## config.mk

```make
export PLATFORM = sky130hd
export DESIGN_NAME = acl2_poll_scheduler
export DESIGN_NICKNAME = d
export VERILOG_FILES = /design/src/rtl/acl2_pkg.sv /design/src/rtl/acl2_delay_counter.sv /design/src/rtl/acl2_poll_scheduler.sv
export SDC_FILE = /design/constraint.sdc
export NUM_CORES = 1
export LEC_CHECK = 0
export ABC_AREA = 1
export BUFFER_PORTS_ARGS = -buffer_cell sky130_fd_sc_hd__clkbuf_2
export CORE_UTILIZATION = 64
export DETAILED_ROUTE_END_ITERATION = 8
export PLACE_DENSITY = 0.86
export RECOVER_POWER = 50
export SLEW_MARGIN = 30
export SYNTH_ARGS = -nofsm -noshare
export SYNTH_HDL_FRONTEND = slang
export SYNTH_SLANG_ARGS = --single-unit
```

## constraint.sdc

```tcl
create_clock -name CLK -period 4.3 [get_ports CLK]
set_clock_uncertainty 0.2 [all_clocks]
set_input_delay 0.43 -clock CLK [delete_from_list [all_inputs] [get_ports CLK]]
set_output_delay 0.43 -clock CLK [all_outputs]
set_load 0.02 [all_outputs]
```

## src/rtl/acl2_pkg.sv

```systemverilog
// ADXL362 (Pmod ACL2) register map, SPI instruction codes and scheduler
// state encoding, shared by the poll scheduler and its testbench.
`timescale 1ns/1ps
package acl2_pkg;

  // SPI instruction bytes
  localparam logic [7:0] INSTR_WRITE = 8'h0A;
  localparam logic [7:0] INSTR_READ  = 8'h0B;
  localparam logic [7:0] INSTR_FIFO  = 8'h0D;

  // Register addresses
  localparam logic [7:0] DEVID_AD   = 8'h00;
  localparam logic [7:0] XDATA      = 8'h08;
  localparam logic [7:0] YDATA      = 8'h09;
  localparam logic [7:0] ZDATA      = 8'h0A;
  localparam logic [7:0] SOFT_RESET = 8'h1F;
  localparam logic [7:0] POWER_CTL  = 8'h2D;

  // Register values
  localparam logic [7:0] RESET_KEY = 8'h52;
  localparam logic [7:0] MEAS_MODE = 8'h02;
  localparam logic [7:0] DEVID_VAL = 8'hAD;

  typedef enum logic [3:0] {
    ST_STARTUP,
    ST_SRESET_WR,
    ST_SRESET_WAIT,
    ST_ID_RD,
    ST_CFG_WR,
    ST_POLL_X,
    ST_POLL_Y,
    ST_POLL_Z,
    ST_POLL_WAIT,
    ST_HOLD,
    ST_FAULT
  } state_e;

  typedef struct packed {
    logic [7:0] instr;
    logic [7:0] addr;
    logic [7:0] wdata;
  } txn_req_t;

  // States that own exactly one SPI transaction
  function automatic logic is_txn_state(input state_e s);
    return (s inside {ST_SRESET_WR, ST_ID_RD, ST_CFG_WR,
                      ST_POLL_X, ST_POLL_Y, ST_POLL_Z});
  endfunction

  // Request issued on entry to a transaction state
  function automatic txn_req_t txn_for(input state_e s);
    txn_req_t r;
    r = '0;
    case (s)
      ST_SRESET_WR: r = '{INSTR_WRITE, SOFT_RESET, RESET_KEY};
      ST_ID_RD:     r = '{INSTR_READ,  DEVID_AD,   8'h00};
      ST_CFG_WR:    r = '{INSTR_WRITE, POWER_CTL,  MEAS_MODE};
      ST_POLL_X:    r = '{INSTR_READ,  XDATA,      8'h00};
      ST_POLL_Y:    r = '{INSTR_READ,  YDATA,      8'h00};
      ST_POLL_Z:    r = '{INSTR_READ,  ZDATA,      8'h00};
      default:      r = '0;
    endcase
    return r;
  endfunction

endpackage

```

## src/rtl/acl2_delay_counter.sv

```systemverilog
// Saturating cycle counter.
//   load  : restart; the load cycle itself counts as the first elapsed cycle
//   en    : advance by one per cycle until limit is reached
//   limit : terminal count (may change between loads)
//   done  : count has reached limit; a transition taken on done therefore
//           lands exactly `limit` cycles after the load edge
`timescale 1ns/1ps
module acl2_delay_counter #(
  parameter int W = 8
) (
  input  logic         CLK,
  input  logic         RST,
  input  logic         load,
  input  logic         en,
  input  logic [W-1:0] limit,
  output logic         done
);

  logic [W-1:0] cnt;

  assign done = (cnt >= limit);

  always_ff @(posedge CLK) begin
    if (RST)              cnt <= '0;
    else if (load)        cnt <= W'(1);
    else if (en && !done) cnt <= cnt + W'(1);
  end

endmodule

```

## src/rtl/acl2_poll_scheduler.sv

```systemverilog
// ADXL362 bring-up and X/Y/Z polling sequencer in front of an SPI
// transaction engine.
//   CLK, RST (sync, active-high), ENABLE (run / park in HOLD)
//   TXN_VALID/READY/INSTR/ADDR/WDATA : request handshake to the engine
//   TXN_DONE/RDATA                   : completion pulse and read data
//   X/Y/Z_DATA, SAMPLE_VALID         : coherent sample set + update pulse
//   BUSY (not HOLD/FAULT), ERROR (sticky until RST)
`timescale 1ns/1ps
module acl2_poll_scheduler
  import acl2_pkg::*;
#(
  parameter int STARTUP_CYCLES = 625000,
  parameter int SRESET_CYCLES  = 62500,
  parameter int POLL_CYCLES    = 1250000,
  parameter int TIMEOUT_CYCLES = 250000,
  parameter int MAX_RETRIES    = 3
) (
  input  logic       CLK,
  input  logic       RST,
  input  logic       ENABLE,
  output logic       TXN_VALID,
  input  logic       TXN_READY,
  output logic [7:0] TXN_INSTR,
  output logic [7:0] TXN_ADDR,
  output logic [7:0] TXN_WDATA,
  input  logic       TXN_DONE,
  input  logic [7:0] TXN_RDATA,
  output logic [7:0] X_DATA,
  output logic [7:0] Y_DATA,
  output logic [7:0] Z_DATA,
  output logic       SAMPLE_VALID,
  output logic       BUSY,
  output logic       ERROR
);

  localparam int MAX_A = (STARTUP_CYCLES > SRESET_CYCLES)  ? STARTUP_CYCLES : SRESET_CYCLES;
  localparam int MAX_B = (POLL_CYCLES    > TIMEOUT_CYCLES) ? POLL_CYCLES    : TIMEOUT_CYCLES;
  localparam int MAX_P = (MAX_A > MAX_B) ? MAX_A : MAX_B;
  localparam int CW    = $clog2(MAX_P) + 1;
  localparam int RW    = $clog2(MAX_RETRIES + 1);

  state_e         state, state_n;
  txn_req_t       req_q;
  logic           outstanding;
  logic [7:0]     x_sh, y_sh;
  logic [RW-1:0]  retry_cnt, retry_nxt;

  logic go, accept, done_evt, tmo_evt, set_err, retry_clr, retry_inc;
  logic wait_done, per_done, tmo_done;
  logic [CW-1:0] wait_lim;

  assign accept    = TXN_VALID && TXN_READY;
  // DONE only counts while a request is in flight; stray or post-reset
  // pulses fall through here.
  assign done_evt  = outstanding && TXN_DONE;
  assign retry_nxt = retry_cnt + RW'(1);
  assign BUSY      = !(state == ST_HOLD || state == ST_FAULT);

  assign TXN_INSTR = req_q.instr;
  assign TXN_ADDR  = req_q.addr;
  assign TXN_WDATA = req_q.wdata;

  // One counter serves both fixed waits; they never overlap.
  assign wait_lim = (state == ST_STARTUP) ? CW'(STARTUP_CYCLES) : CW'(SRESET_CYCLES);

  acl2_delay_counter #(.W(CW)) u_wait (
    .CLK   (CLK),
    .RST   (RST),
    .load  (go && state_n == ST_SRESET_WAIT),
    .en    (state == ST_STARTUP || state == ST_SRESET_WAIT),
    .limit (wait_lim),
    .done  (wait_done)
  );

  // Sweep period, start-to-start from the POLL_X request. Runs free and
  // saturates, so an overrunning sweep finds it already done.
  acl2_delay_counter #(.W(CW)) u_period (
    .CLK   (CLK),
    .RST   (RST),
    .load  (go && state_n == ST_POLL_X),
    .en    (1'b1),
    .limit (CW'(POLL_CYCLES)),
    .done  (per_done)
  );

  acl2_delay_counter #(.W(CW)) u_timeout (
    .CLK   (CLK),
    .RST   (RST),
    .load  (accept),
    .en    (outstanding),
    .limit (CW'(TIMEOUT_CYCLES)),
    .done  (tmo_done)
  );

  always_comb begin
    state_n   = state;
    go        = 1'b0;
    set_err   = 1'b0;
    tmo_evt   = 1'b0;
    retry_clr = 1'b0;
    retry_inc = 1'b0;
    case (state)
      ST_STARTUP:     if (wait_done) begin state_n = ST_SRESET_WR;   go = 1'b1; end
      ST_SRESET_WR:   if (done_evt)  begin state_n = ST_SRESET_WAIT; go = 1'b1; end
      ST_SRESET_WAIT: if (wait_done) begin state_n = ST_ID_RD;       go = 1'b1; end
      ST_ID_RD: begin
        if (done_evt) begin
          go = 1'b1;
          if (TXN_RDATA == DEVID_VAL) begin
            retry_clr = 1'b1;
            state_n   = ST_CFG_WR;
          end else begin
            retry_inc = 1'b1;
            if (retry_nxt >= RW'(MAX_RETRIES)) begin
              set_err = 1'b1;
              state_n = ST_FAULT;
            end else begin
              state_n = ST_SRESET_WR;
            end
          end
        end
      end
      ST_CFG_WR:      if (done_evt)  begin state_n = ST_POLL_X;    go = 1'b1; end
      ST_POLL_X:      if (done_evt)  begin state_n = ST_POLL_Y;    go = 1'b1; end
      ST_POLL_Y:      if (done_evt)  begin state_n = ST_POLL_Z;    go = 1'b1; end
      ST_POLL_Z:      if (done_evt)  begin state_n = ST_POLL_WAIT; go = 1'b1; end
      ST_POLL_WAIT: begin
        if (per_done) begin
          go      = 1'b1;
          state_n = ENABLE ? ST_POLL_X : ST_HOLD;
        end
      end
      ST_HOLD:        if (ENABLE)    begin state_n = ST_POLL_X;    go = 1'b1; end
      default: ;
    endcase
    // A late DONE in the same cycle as expiry still wins.
    if (outstanding && !TXN_DONE && tmo_done) begin
      state_n = ST_SRESET_WR;
      go      = 1'b1;
      set_err = 1'b1;
      tmo_evt = 1'b1;
    end
  end

  always_ff @(posedge CLK) begin
    if (RST) begin
      state        <= ST_STARTUP;
      req_q        <= '0;
      TXN_VALID    <= 1'b0;
      outstanding  <= 1'b0;
      x_sh         <= '0;
      y_sh         <= '0;
      X_DATA       <= '0;
      Y_DATA       <= '0;
      Z_DATA       <= '0;
      SAMPLE_VALID <= 1'b0;
      ERROR        <= 1'b0;
      retry_cnt    <= '0;
    end else begin
      state        <= state_n;
      SAMPLE_VALID <= 1'b0;
      if (accept) begin
        TXN_VALID   <= 1'b0;
        outstanding <= 1'b1;
      end
      if (done_evt || tmo_evt) outstanding <= 1'b0;
      // Request fields change only here, together with VALID rising.
      if (go && is_txn_state(state_n)) begin
        TXN_VALID <= 1'b1;
        req_q     <= txn_for(state_n);
      end
      if (set_err) ERROR <= 1'b1;
      if (retry_clr)      retry_cnt <= '0;
      else if (retry_inc) retry_cnt <= retry_nxt;
      if (done_evt) begin
        case (state)
          ST_POLL_X: x_sh <= TXN_RDATA;
          ST_POLL_Y: y_sh <= TXN_RDATA;
          ST_POLL_Z: begin
            // Publish the whole set at once; Z bypasses its shadow.
            X_DATA       <= x_sh;
            Y_DATA       <= y_sh;
            Z_DATA       <= TXN_RDATA;
            SAMPLE_VALID <= 1'b1;
          end
          default: ;
        endcase
      end
    end
  end

endmodule
```

==> qor.yml <==
sta:
  worst_pin_slew_ns: 0.797
  finalMaxSlewViolations: 0
  finalCritPeriodShare_pct: 76.7
  layout_min_cycle_time_ns: 3.30
  finalSetupViolCount: 0
  fin_tns_setup_ns: 0
  rsz0062_at_grt: "no"
  fmax_mhz: 303
  final-hold-violation-count: 0
  worst_slack_ns: 1.00
  relSlewSlack_pct: 46.7
clock_tree:
  cts_tree: "built"
  numCtsBuffers: 17
  clock_path_buffers: 2
  cts_sinks: 124
  htree_num_levels: 4
  cts_root_buf: "clkbuf_8"
  clk_pin_slew_ns: 0.06
  clock_latency_ns: 0.52
  cts_resized: 0
synthesis:
  ys_seq_area_share_pct: 39.0
  synth-seq-cells: 124
  synth_top_area_share_pct: 39.0
  yosys_warnings: 0
  syn_area_per_cell_sq_um: 6.90
  postSynthCellCount: 922
  synth_edf_count: 0
  netlist_top_cells_area: "dfxtp_1, nand2_1, nor2_1"
  ys_top_cells_by_count: "nand2_1, nor2_1, dfxtp_1"
  synth-async-reset-ratio_pct: 0
  synth_ff_type: "dfxtp_1"
  yosysMostFrequentCell: "nand2_1"
  synth.cell_area_sq_um: 6360
  synth_top_cell_by_area: "dfxtp_1"
  synth_cell_types: 44
worst_setup_path:
  r2r_setup_slack_ns: 1.00
  slowest_delay_ns: 0.48
  reg2reg_depth: 15
  cp_slowest_cell: "dfxtp_1"
  cp_max_fo: 32
  cp_data_required_time_ns: 4.53
  worstPathCellList: "inv_1 -> nor2_1 -> inv_1 -> nor3_1 -> buf_4 -> nor3_1 -> nand2_1 -> inv_1 -> a21oi_1 -> inv_1 -> nand3_1 -> inv_1 -> nand3_2 -> nand2_1 -> nor3b_1"
  timing.rr.end: "u_period.cnt[6]"
  crit_path_start_kind: "flip-flop"
  path_class: "flip-flop to flip-flop"
  crit_family: "simple AND/OR/NAND/NOR gates"
  r2r-start: "state[2]"
  cp_data_arrival_time_ns: 3.53
  worstSetupEndpointType: "flip-flop"
  worst-path-buf-inv: 6
  cp_common_cell: "inv_1"
final_layout:
  nNetsFinal: 996
  layout-drive-gt1-share_pct: 8.13
  n_antenna_cell: 0
  area_delta_synth_final_pct: 11.5
placement:
  gp_congestion: 0.992
  hpwl_um: 9240
  place_ws_ns: 1.09
  io_buffers: 52
floorplanning:
  rows: 36
  die_area_sq_um: 10300
  die_width_um: 102
  ioPinCount: 65
  core_sq_um: 9680
  initial_core_util_pct: 65.7
  die_h_um: 102
drt:
  wirelength_um: 14100
  ant_nets: 0
  wl_per_cell_um: 12.7
  drt_iter0_markers: 313
  viasPerCell: 5.27
  dr.pass1.iters: 5
  post-route-drc-count: 0
  routed-via-count: 5886
global_routing:
  antenna_found_initial: 0
  grt_overflow: 0
  grt_max_degree: 47
  grt_pass1_wl_um: 23600
  grt_util_all_layers_pct: 28.8
  first_global_vias: 5255
flow_run:
  drv_cap: 0
pwr:
  peakVddDrop_mv: 0.316
  leakage_nw: 2.93
  total_power_w: 0.00246
  power.density_nw_per_um2: 347
hold_path:
  hold_end: "y_sh[1]"
  whs_path_depth: 3
  hp-class: "input port to flip-flop"
  min_from: "TXN_RDATA[1]"
outcome:
  outcome: "finished, final reports clean"
[layer usage]
layer	GRT usage, %	part of all wire (%)	up-vias
li1	-	-	3052
met4	11.3	1.9	0
met2	47.3	48	175
met5	0	0	-
met1	36.4	45	2629
met3	6.76	5.5	30
[sequential cells by signal, summed over array words and instances (netlist names), 2 cells and up]
register	cells
Y_DATA	8
Z_DATA	8
X_DATA	8
x_sh	8
u_wait.cnt	22
TXN_INSTR	2
u_period.cnt	22
retry_cnt	2
u_timeout.cnt	22
state	4
TXN_ADDR	6
y_sh	8
[cell families (layout without fill, tap and decap cells)]
logic type / count (synthesis) / count (layout) / share of synthesized area, %
and+or+nand+nor: 458 / 458 / 33.1
AOI/OAI and AO/OA: 153 / 153 / 12.5
adders and majority gates: 11 / 11 / 2.16
buffers and inverters: 155 / 206 / 10.4
DFF: 124 / 124 / 39.0
other: 1 / 12 / 0.0589
xor gates and xnor gates: 20 / 20 / 2.75
[through the flow]
| step | area, sq um | hold WS, ns | utilization (%) | std cells |
|---|---|---|---|---|
| final | 7100 | 0.0223 | 73.3 | 1117 |
| after global placement | 6630 | 0.214 | 68.4 | 1082 |
| after floorplan | 6400 | 0.208 | - | 933 |
| after detailed placement | 6630 | 0.222 | 68.4 | 1082 |
| after global routing | 7100 | 0.00788 | 73.3 | 1117 |
| after CTS | 7190 | 0.00259 | 74.2 | 1117 |
[where the power goes]
group | internal [W] | total (W) | switching (W)
combinational | 0.0000159 | 0.0000614 | 0.0000455
sequential | 0.00115 | 0.00116 | 0.00000540
clock | 0.000729 | 0.00124 | 0.000510
[how the worst max path moves through the flow]
| stage | from | to | slack, ns | depth (start not counted) |
|---|---|---|---|---|
| 6_report | state[2] | u_period.cnt[6] | 1.00 | 15 |
| 5_1_grt | state[2] | u_period.cnt[6] | 0.70 | 15 |
| 3_3_place_gp | state[3] | u_period.cnt[6] | 1.18 | 17 |
| 4_1_cts | state[3] | u_period.cnt[6] | 1.04 | 17 |
| 3_5_place_dp | state[3] | u_period.cnt[6] | 1.09 | 17 |
| 2_1_floorplan | state[3] | u_wait.cnt[9] | 1.75 | 17 |
[cell usage in the layout (no fill, tap or decap), types with 6 or more instances in the layout]
cell type	instances
a21oi_1	85
clkbuf_16	16
nor4_1	8
xor2_1	12
ha_1	11
nor3_1	21
o21ai_0	56
nor2_1	139
nand3_1	47
nand4_1	16
dfxtp_1	124
nand2_1	190
clkbuf_1	41
conb_1	12
xnor2_1	8
clkbuf_2	13
nand3_2	6
inv_1	109
[final cells by class]
class | count | area [sq um]
multi-input combinational | 654 | 3220
fill | 815 | 2590
sequential | 124 | 2480
clock buffer | 20 | 445
inverter | 115 | 432
timing repair buffer | 60 | 278
tap | 133 | 166
clock inverter | 11 | 72.6
[timing repair]
action / 4_1_cts / 5_1_grt
hold endpoints to repair: 7 / 0
hold buffers: 4 / 0
setup buffers: 0 / 0
[tightest hold or removal path, cell delays in order]
cell and delay (ns):
clkbuf_2 0.07, inv_1 0.08, a21oi_1 0.13
Note: power is estimated with default switching activity, not from simulation.
